## src/rtl/mux_sel_ctrl.sv

```systemverilog
// mux_sel_ctrl: debounced pushbutton and periodic auto toggling of a registered 2:1 mux select
module mux_sel_ctrl #(
    parameter int DEBOUNCE_CYCLES = 16,
    parameter int AUTO_PERIOD     = 1000
) (
    input  logic clk,
    input  logic rst,
    input  logic btn,
    input  logic auto,
    output logic sel,
    output logic sel_chg,
    output logic busy
);
    localparam int DW = $clog2(DEBOUNCE_CYCLES);
    localparam int PW = $clog2(AUTO_PERIOD);
    localparam logic [DW-1:0] D_LAST = DW'(DEBOUNCE_CYCLES - 1);
    localparam logic [PW-1:0] P_LAST = PW'(AUTO_PERIOD - 1);

    typedef enum logic [1:0] {IDLE, PRESS_DB, WAIT_REL, REL_DB} state_t;

    state_t        state, state_nxt;
    logic [DW-1:0] dcnt, dcnt_nxt;
    logic [PW-1:0] pcnt;
    logic          btn_m, btn_s, auto_m, auto_s;
    logic          btn_acc, auto_tc, tog;

    always_ff @(posedge clk)
        if (rst) {btn_m, btn_s, auto_m, auto_s} <= '0;
        else     {btn_m, btn_s, auto_m, auto_s} <= {btn, btn_m, auto, auto_m};

    always_comb begin
        state_nxt = state;
        dcnt_nxt  = dcnt;
        btn_acc   = 1'b0;
        case (state)
            IDLE: if (btn_s) begin
                state_nxt = PRESS_DB;
                dcnt_nxt  = '0;
            end
            PRESS_DB: if (!btn_s) begin
                state_nxt = IDLE;
                dcnt_nxt  = '0;
            end else if (dcnt == D_LAST) begin
                state_nxt = WAIT_REL;
                dcnt_nxt  = '0;
                btn_acc   = 1'b1;
            end else dcnt_nxt = dcnt + 1'b1;
            WAIT_REL: if (!btn_s) begin
                state_nxt = REL_DB;
                dcnt_nxt  = '0;
            end
            REL_DB: if (btn_s) begin
                state_nxt = WAIT_REL;
                dcnt_nxt  = '0;
            end else if (dcnt == D_LAST) begin
                state_nxt = IDLE;
                dcnt_nxt  = '0;
            end else dcnt_nxt = dcnt + 1'b1;
            default: begin
                state_nxt = IDLE;
                dcnt_nxt  = '0;
            end
        endcase
    end

    // a coincident button accept and auto terminal count merge into one toggle
    assign auto_tc = auto_s && (pcnt == P_LAST);
    assign tog     = btn_acc || auto_tc;

    always_ff @(posedge clk)
        if (rst) begin
            state   <= IDLE;
            dcnt    <= '0;
            pcnt    <= '0;
            sel     <= 1'b0;
            sel_chg <= 1'b0;
            busy    <= 1'b0;
        end else begin
            state   <= state_nxt;
            dcnt    <= dcnt_nxt;
            pcnt    <= (tog || !auto_s) ? '0 : pcnt + 1'b1;
            sel     <= sel ^ tog;
            sel_chg <= tog;
            busy    <= state != IDLE;
        end
endmodule

```

## config.mk

```make
export PLATFORM = sky130hd
export DESIGN_NAME = mux_sel_ctrl
export DESIGN_NICKNAME = d
export VERILOG_FILES = /design/src/rtl/mux_sel_ctrl.sv
export SDC_FILE = /design/constraint.sdc
export NUM_CORES = 1
export LEC_CHECK = 0
export BUFFER_PORTS_ARGS = -buffer_cell sky130_fd_sc_hd__buf_2
export CAP_MARGIN = 40
export CORE_MARGIN = 5
export CORE_UTILIZATION = 40
export CTS_CLUSTER_DIAMETER = 120
export DETAILED_ROUTE_END_ITERATION = 8
export SLEW_MARGIN = 20
export SYNTH_ARGS = -nofsm -noshare
export SYNTH_HDL_FRONTEND = slang
export SYNTH_SLANG_ARGS = --single-unit
```

## constraint.sdc

```tcl
create_clock -name clk -period 1.5 [get_ports clk]
set_input_delay 0.3 -clock clk [delete_from_list [all_inputs] [get_ports clk]]
set_output_delay 0.3 -clock clk [all_outputs]
set_load 0.1 [all_outputs]
```

==> results.cfg, run 1 <==
[outcome]
status = finished, final reports clean

[place]
numPortBuffers = 6
gp_routability_congestion = 0.7751
place_inst = 139
dp_hpwl_mm = 1.176

[synthesis]
ys_seq_area_share_pct = 50.34
ys_top_cells_by_area = dfxtp_1 50%, nor2_1 6.6%, nor2b_1 4.8%
syn_nets = 102
yosysUniqueCellTypes = 30
yosys.area.top_type = dfxtp_1
yosys.area.top_type_share_pct = 50.34
synthCells = 96
yosys_warnings = 0
ys_ff_latch = 23
synth.avg_cell_area_sq_um = 9.527
syn_area_sq_um = 914.6

[global_routing]
grt_max_degree = 14
grt_pass1_vias = 698
gr-total-overflow = 0
grt_pass1_wl_mm = 3.001
antenna_found_initial = 0
grt.total_usage_pct = 11.13

[power_and_ir_drop]
p_clk_share_pct = 29.6
pwr-share-comb_pct = 4.9
p_seq_share_pct = 65.5
p_leak_nw = 0.4465
swShare_pct = 22.36
ir_worst_vdd_mv = 0.7227
p_int_w = 0.0007392
p_sw_w = 0.0002129
powerDensity_mw_per_mm2 = 839.0

[clock_network]
ctsHoldBuffers = 0
clkSinkCount = 23
root_buffer = clkbuf_4
cts_tree = built
cts_max_level = 1
cts_inserted_buffers = 3
cts_buffer_depth = 2
clk_pin_slew_ns = 0.13
clock_latency_ns = 0.31

[hold_path]
min_path_type = primary input to flop
min_path_cells = 2

[floorplan]
die_h_microns = 57.82
initial_utilization_pct = 41.75
coreArea_sq_mm = 0.002191
num_io_pins = 7
rows = 17
dieArea_sq_mm = 0.003343
fp.dieW_microns = 57.82

[routing]
wl_per_cell_microns = 11.05
drt_pass1_iterations = 2
wl_mm = 1.613
num_vias = 721
ant_nets = 0
drc = 0
drt-initial-drc-count = 13
viasPerCell = 4.938

[flow_run]
drv_cap = 0

[timing]
tightest_slew_ns = 0.4914
finalMaxSlewViolations = 0
slew_headroom_pct = 67.47
fmaxAchievable_ghz = 0.7083
setup_viol = 0
finalCritPeriodShare_pct = 94.12
post-route-min-period_ns = 1.412
fin_skew_ns = 0.005835
hold_viol_final = 0

[cells_and_area]
fillers = 213
drive_above_1_share_pct = 30.51
nets = 125
multi_input_area_sq_um = 475.5
stdcell_count = 146
seqCellArea_sq_um = 465.4
area_growth_pct = 24.08
fin_util_pct = 51.80
antenna_cells = 0

[critical_path]
reg2reg_depth = 5
worst_ep_required_time_ns = 1.71
worstSetupPathType = flop to flop
cp.arrival_ns = 1.62
cp-start-kind = flop
cp-end-kind = flop
crit_path_max_fanout = 3
## synthesized netlist by cell type
master	n
a211oi_1	1
a21oi_1	2
a311o_1	2
a31o_2	2
a31oi_1	1
and2_1	1
and3_1	2
clkbuf_1	1
dfxtp_1	23
ha_1	2
inv_1	1
mux2_2	1
mux2i_1	1
nand2_1	9
nand2_2	1
nand3_1	3
nand3b_1	1
nand4_1	2
nand4bb_1	1
nor2_1	16
nor2b_1	7
nor3_1	1
nor3b_1	1
nor4_1	1
nor4b_1	1
nor4bb_1	1
o21bai_1	1
or3_1	1
xnor2_1	4
xor2_1	5
## per-stage QoR
step | setup WS (ns) | instance area [sq um] | setup TNS (ns) | hold slack [ns] | power, W
after floorplan | 0.07443 | 914.6 | 0 | 0.3716 | 0.0006622
final | 0.08814 | 1135 | 0 | 0.1896 | 0.0009521
after global placement | 0.05898 | 1051 | 0 | 0.4239 | 0.0006824
after CTS | 0.02270 | 1086 | 0 | 0.1823 | 0.0009703
after global routing | -0.02282 | 1135 | -0.08350 | 0.1916 | 0.001011
after detailed placement | -0.0005367 | 1051 | -0.0005367 | 0.4305 | 0.0006834
## cells in the final DEF (no fill, tap or decap), drive strengths merged, types with 2 or more instances in the layout
cell	Yosys	final
dfxtp	23	23
buf	0	19
nor2	16	16
nand2	10	10
nor2b	7	7
xor2	5	5
xnor2	4	4
nand3	3	3
clkbuf	1	3
nand4	2	2
and3	2	2
a31o	2	2
a311o	2	2
a21oi	2	2
ha	2	2
## cells by family (layout without fill, tap and decap cells)
family                   count (synthesis)  in the layout  share of synthesized area [%]
multiplexers                             2              2                          2.326
flip-flops                              23             23                          50.34
AND/OR/NAND/NOR                         49             49                          27.63
XOR/XNOR                                 9              9                          8.618
buffers and inverters                    2             24                         0.8200
AO/OA/AOI/OAI                            9              9                          7.525
adder cells (fa/ha/maj)                  2              2                          2.736
## worst max-delay path, stage by stage, from the launching register on
cell	delay, ns
dfxtp_2	0.35
ha_2	0.18
and2_1	0.15
nand4bb_1	0.13
nor2b_4	0.18
mux2_2	0.33
## final timing paths
kind         endpoint    start  slack [ns]
max               sel  pcnt[0]        0.09
min            auto_m     auto        0.19
min reg2reg   pcnt[0]  pcnt[0]        0.43
max reg2reg       sel  pcnt[0]        0.09
## state kept, by name, summed over array words and instances, names as in the netlist, named ones only
name,flops
auto_s,1
sel_chg,1
btn_m,1
busy,1
sel,1
state,1
btn_s,1
dcnt,4
pcnt,10
auto_m,1
## power by group through the flow
stage	clock [W]	sequential, W	combinational (W)
floorplan	0	0.000643	0.0000190
global placement	0	0.000636	0.0000459
finish	0.000282	0.000624	0.0000469
CTS	0.000300	0.000623	0.0000467
detailed placement	0	0.000637	0.0000466
global route	0.000333	0.000625	0.0000531
## layer usage
metal	track usage, %	wire length, microns
met5	0	0
met4	4.305	0
met3	2.673	44
met2	17.10	753
met1	14.98	814
## cell type report
cell class,count,area share (%)
inverter,1,0.3308
timing repair buffer,19,11.25
clock buffer,3,1.985
clock inverter,1,0.4410
multi-input combinational,71,41.90
tap,28,3.087
sequential,23,41.01
## timing repair
action,4_1_cts,5_1_grt
pin swaps,0,3
buffers inserted,0,3
gates cloned,0,0
resized for setup,2,8
endpoints found under the setup margin,1,12
No activity file was read; power rests on OpenSTA's default activity.
==> inputs of run 2 (changes only) <==
- clock period: 1.5 -> 1.2 ns (I/O delays scaled with it)
==> run 2 against run 1 <==
Net effect: the run now ends with setup timing left; core utilization up 12 points; die area unchanged; critical path depth up 1; hold slack worse by 0.057 ns; critical path type unchanged; register-to-register slack worse by 0.30 ns.
==> results.cfg, run 2 (synthesis results as in run 1) <==
[global_routing]
gr-total-overflow = 0
grt_pass1_vias = 807
grt_pass1_wl_mm = 3.256
grt_max_degree = 13
antenna_found_initial = 0
grt.total_usage_pct = 12.22

[routing]
ant_nets = 0
num_vias = 827
wl_per_cell_microns = 12.48
viasPerCell = 5.074
drt_pass1_iterations = 4
drc = 0
drt-initial-drc-count = 7
wl_mm = 2.034

[clock_network]
clock_latency_ns = 0.31
cts_max_level = 1
cts_tree = built
ctsHoldBuffers = 0
clkSinkCount = 23
cts_buffer_depth = 2
root_buffer = clkbuf_4
clk_pin_slew_ns = 0.13
cts_inserted_buffers = 3

[critical_path]
reg2reg_depth = 6
worst_ep_required_time_ns = 1.41
cp-end-kind = flop
cp.arrival_ns = 1.62
crit_path_max_fanout = 3
cp-start-kind = flop
worstSetupPathType = flop to flop

[cells_and_area]
nets = 142
layout_commonest_cell = buf_4
final_cell_mix = 25 x buf_4, 17 x dfxtp_1, 9 x nand2_1
drive_above_1_share_pct = 48.89
largest_reg_flops = 10
antenna_cells = 0
reg.largest.list = pcnt (10), dcnt (4)
final_area_sq_mm = 0.001405
fin_util_pct = 64.13
area_growth_pct = 53.63
multi_input_area_sq_um = 548.0
fillers = 184
seqCellArea_sq_um = 473.0
regMostFlops = pcnt

[flow_run]
drv_cap = 0

[outcome]
status = finished with violations
violations = setup timing

[power_and_ir_drop]
p_seq_share_pct = 63.3
swShare_pct = 23.07
p_clk_share_pct = 29.4
pwr-share-comb_pct = 7.3
ir_worst_vdd_mv = 0.8116
p_leak_nw = 0.5657
p_sw_w = 0.0002833
powerDensity_mw_per_mm2 = 873.8
p_int_w = 0.0009444

[place]
numPortBuffers = 6
dp_hpwl_mm = 1.340
placed_cell_area_sq_mm = 0.001251
gp_routability_congestion = 0.7377

[floorplan]
initial_utilization_pct = 41.75
die_h_microns = 57.82
fp.dieW_microns = 57.82
coreArea_sq_mm = 0.002191
rows = 17
dieArea_sq_mm = 0.003343
num_io_pins = 7

[timing]
setup_viol = 15
rsz0062_at_grt = true
fin_skew_ns = 0.009129
timing.final.ws_setup_ns = -0.2121
fmaxAchievable_ghz = 0.7081
hold_viol_final = 0
finalCritPeriodShare_pct = 117.7
slew_headroom_pct = 77.59
post-route-min-period_ns = 1.412
tightest_slew_ns = 0.3331
finalMaxSlewViolations = 0

[hold_path]
min_path_cells = 2
min_path_type = primary input to flop
-- run 2: cell count changes in the layout (fill, tap and decap cells not counted), sizes merged --
cell,delta
buf,+17
clkinv,-1
clkbuf,+1
-- run 2: final timing paths --
| path | from | to | slack, ns |
|---|---|---|---|
| worst min-delay path | auto | auto_m | 0.13 |
| worst min register to register | pcnt[0] | pcnt[0] | 0.43 |
| worst max-delay path | dcnt[0] | sel | -0.21 |
| worst max register to register | dcnt[0] | sel | -0.21 |
-- run 2: area by class of cell --
cell class	instances	share of cell area [%]
multi-input combinational	71	39.00
sequential	23	33.66
timing repair buffer	36	22.71
tap	28	2.493
clock buffer	4	1.870
inverter	1	0.2671
-- run 2: power groups by stage --
stage | combinational (W) | sequential (W) | clock, W
2_1_floorplan | 0.0000246 | 0.000805 | 0
3_3_place_gp | 0.0000667 | 0.000796 | 0
3_5_place_dp | 0.0000677 | 0.000797 | 0
4_1_cts | 0.0000724 | 0.000778 | 0.000369
5_1_grt | 0.0000971 | 0.000779 | 0.000406
6_report | 0.0000895 | 0.000777 | 0.000361
-- run 2: critical path, stage by stage (launching register included) --
cell     delay (ns)
dfxtp_2        0.37
ha_4           0.14
nand4_1        0.12
nor3b_2        0.25
buf_4          0.15
nor2b_4        0.04
mux2_2         0.25
-- run 2: layer usage --
metal  vias to the layer above  routed length (microns)  global-route usage, %
met5                         -                        0                      0
met4                         0                       23                  3.642
met3                         4                       63                  2.673
met2                        12                      993                  21.61
met1                       404                      953                  14.69
li1                        407                        -                      -
-- run 2: what timing repair did --
| action | CTS | global route |
|---|---|---|
| setup buffers | 4 | 1 |
| endpoints found under the setup margin | 14 | 18 |
| pin swaps | 5 | 6 |
| hold endpoints to repair | 0 | 0 |
| gates resized for setup | 3 | 21 |
-- run 2: per-stage QoR --
stage	power (W)	hold WS [ns]	setup TNS (ns)	worst slack (ns)	instances
floorplan	0.0008293	0.3116	-1.465	-0.1468	96
global placement	0.0008630	0.4187	-1.661	-0.1668	154
detailed placement	0.0008644	0.4299	-1.914	-0.1827	154
CTS	0.001219	0.1294	-2.417	-0.2326	162
global route	0.001282	0.1271	-3.055	-0.2781	163
finish	0.001228	0.1325	-1.790	-0.2121	163
==> inputs of run 3 (changes only) <==
- CTS_BUF_LIST: not set -> sky130_fd_sc_hd__clkbuf_8
==> run 3 against run 2 <==
Net effect: the run still ends with setup timing left; flip-flop and latch count stayed put; clock power up 32%; clock-buffer cell count is 1 lower; combinational power is 2% lower; non-clock buffer count unchanged; die area unchanged; register-to-register slack about the same; critical path type unchanged; critical endpoint unchanged; highest routed layer unchanged.
==> results.cfg, run 3 (synthesis results as in run 1) <==
[timing]
finalCritPeriodShare_pct = 116.8
setup_viol = 14
timing.final.ws_setup_ns = -0.2019
hold_viol_final = 0
tightest_slew_ns = 0.3273
fin_skew_ns = 0.007065
fmaxAchievable_ghz = 0.7133
post-route-min-period_ns = 1.402
finalMaxSlewViolations = 0
slew_headroom_pct = 77.98
rsz0062_at_grt = true

[cells_and_area]
regMostFlops = pcnt
multi_input_area_sq_um = 553.0
fin_util_pct = 65.05
seqCellArea_sq_um = 473.0
nets = 142
final_cell_mix = 26 x buf_4, 17 x dfxtp_1, 9 x nand2_1
area_growth_pct = 55.81
stdcell_count = 163
layout_commonest_cell = buf_4
reg.largest.list = pcnt (10), dcnt (4)
drive_above_1_share_pct = 48.89
fillers = 170
antenna_cells = 0
largest_reg_flops = 10

[global_routing]
grt.total_usage_pct = 12.74
gr-total-overflow = 0
grt_max_degree = 13
grt_pass1_vias = 812
grt_pass1_wl_mm = 3.387
antenna_found_initial = 0

[power_and_ir_drop]
p_int_w = 0.001042
p_seq_share_pct = 57.9
ir_worst_vdd_mv = 1.135
p_sw_w = 0.0002996
finalPower_w = 0.001341
p_leak_nw = 0.5771
swShare_pct = 22.33
pwr-share-comb_pct = 6.6
powerDensity_mw_per_mm2 = 941.3
p_clk_share_pct = 35.5

[outcome]
status = finished with violations
violations = setup timing

[critical_path]
worst_ep_required_time_ns = 1.36
rrSetupSlack_ns = -0.20
critPathLaunch = dcnt[0]
r2r-start = dcnt[0]
cp-start-kind = flop
worstSetupPathType = flop to flop
reg2reg_depth = 6
cp.arrival_ns = 1.56
cp-end-kind = flop
timing.rr.end = sel
crit_path_max_fanout = 3

[routing]
wl_per_cell_microns = 12.30
drc = 0
wl_met2_mm = 1.019
wl_mm = 2.005
num_vias = 828
viasPerCell = 5.080
ant_nets = 0
wl_met3_microns = 58
top_layer_used = met4
drt-met1-wl_microns = 914
drt_pass1_iterations = 6
drt-initial-drc-count = 13

[clock_network]
clock_latency_ns = 0.26
cts_max_level = 1
clk_pin_slew_ns = 0.09
cts_inserted_buffers = 3
cts_buffer_depth = 2
clkSinkCount = 23
cts_tree = built
root_buffer = clkbuf_8

[place]
dp_hpwl_mm = 1.340
numPortBuffers = 6
pre_cts_slack_ns = -0.1827
place_inst = 154
gp_routability_congestion = 0.7377

[hold_path]
min_path_type = primary input to flop
worstHoldStart = auto
min_path_cells = 2
min_to = auto_m

[flow_run]
drv_cap = 0

[floorplan]
coreArea_sq_mm = 0.002191
dieArea_sq_mm = 0.003343
num_io_pins = 7
initial_utilization_pct = 41.75
fp.dieW_microns = 57.82
die_h_microns = 57.82
rows = 17
[run 3: worst max-delay path by stage]
stage / depth (start not counted) / slack (ns) / to
3_3_place_gp: 6 / -0.17 / pcnt[9]
6_report: 6 / -0.20 / sel
3_5_place_dp: 6 / -0.18 / pcnt[3]
4_1_cts: 6 / -0.24 / pcnt[9]
2_1_floorplan: 5 / -0.15 / pcnt[0]
5_1_grt: 6 / -0.29 / sel
[run 3: area by class of cell]
type                    instances  share of cell area [%]
well taps                      28                   2.458
clock inverters                 1                  0.2634
inverters                       1                  0.2634
multi-input cells              71                   38.81
clock buffers                   3                   2.897
repair buffers                 36                   22.12
flip-flops and latches         23                   33.19
[run 3: per-stage QoR]
| stage | instance area [sq um] | hold slack, ns | TNS, ns |
|---|---|---|---|
| after CTS | 1344 | 0.1821 | -2.488 |
| after global routing | 1425 | 0.1908 | -3.145 |
| final | 1425 | 0.1808 | -1.728 |
| after floorplan | 957.2 | 0.3116 | -1.465 |
| after global placement | 1251 | 0.4187 | -1.661 |
| after detailed placement | 1251 | 0.4299 | -1.914 |
[run 3: worst max-delay path: stages, from the launching register on]
cell     delay [ns]
dfxtp_2        0.36
ha_4           0.13
nand4_1        0.12
nor3b_2        0.25
buf_4          0.15
nor2b_4        0.04
mux2_2         0.25
[run 3: power groups by stage]
stage | combinational (W) | clock (W) | sequential, W
after detailed placement | 0.0000677 | 0 | 0.000797
after global routing | 0.0000949 | 0.000523 | 0.000778
after global placement | 0.0000667 | 0 | 0.000796
after CTS | 0.0000744 | 0.000479 | 0.000776
final | 0.0000879 | 0.000477 | 0.000777
after floorplan | 0.0000246 | 0 | 0.000805
[run 3: what timing repair did]
action	in CTS	in global routing
hold buffers	0	0
buffers inserted	3	2
setup endpoints to repair	14	18
resized for setup	6	18
pin swaps	4	7
[run 3: layer usage]
| layer | vias up | global-route usage [%] |
|---|---|---|
| met1 | 404 | 15.92 |
| li1 | 407 | - |
| met2 | 15 | 21.61 |
| met4 | 0 | 2.980 |
| met5 | - | 0 |
| met3 | 2 | 3.563 |
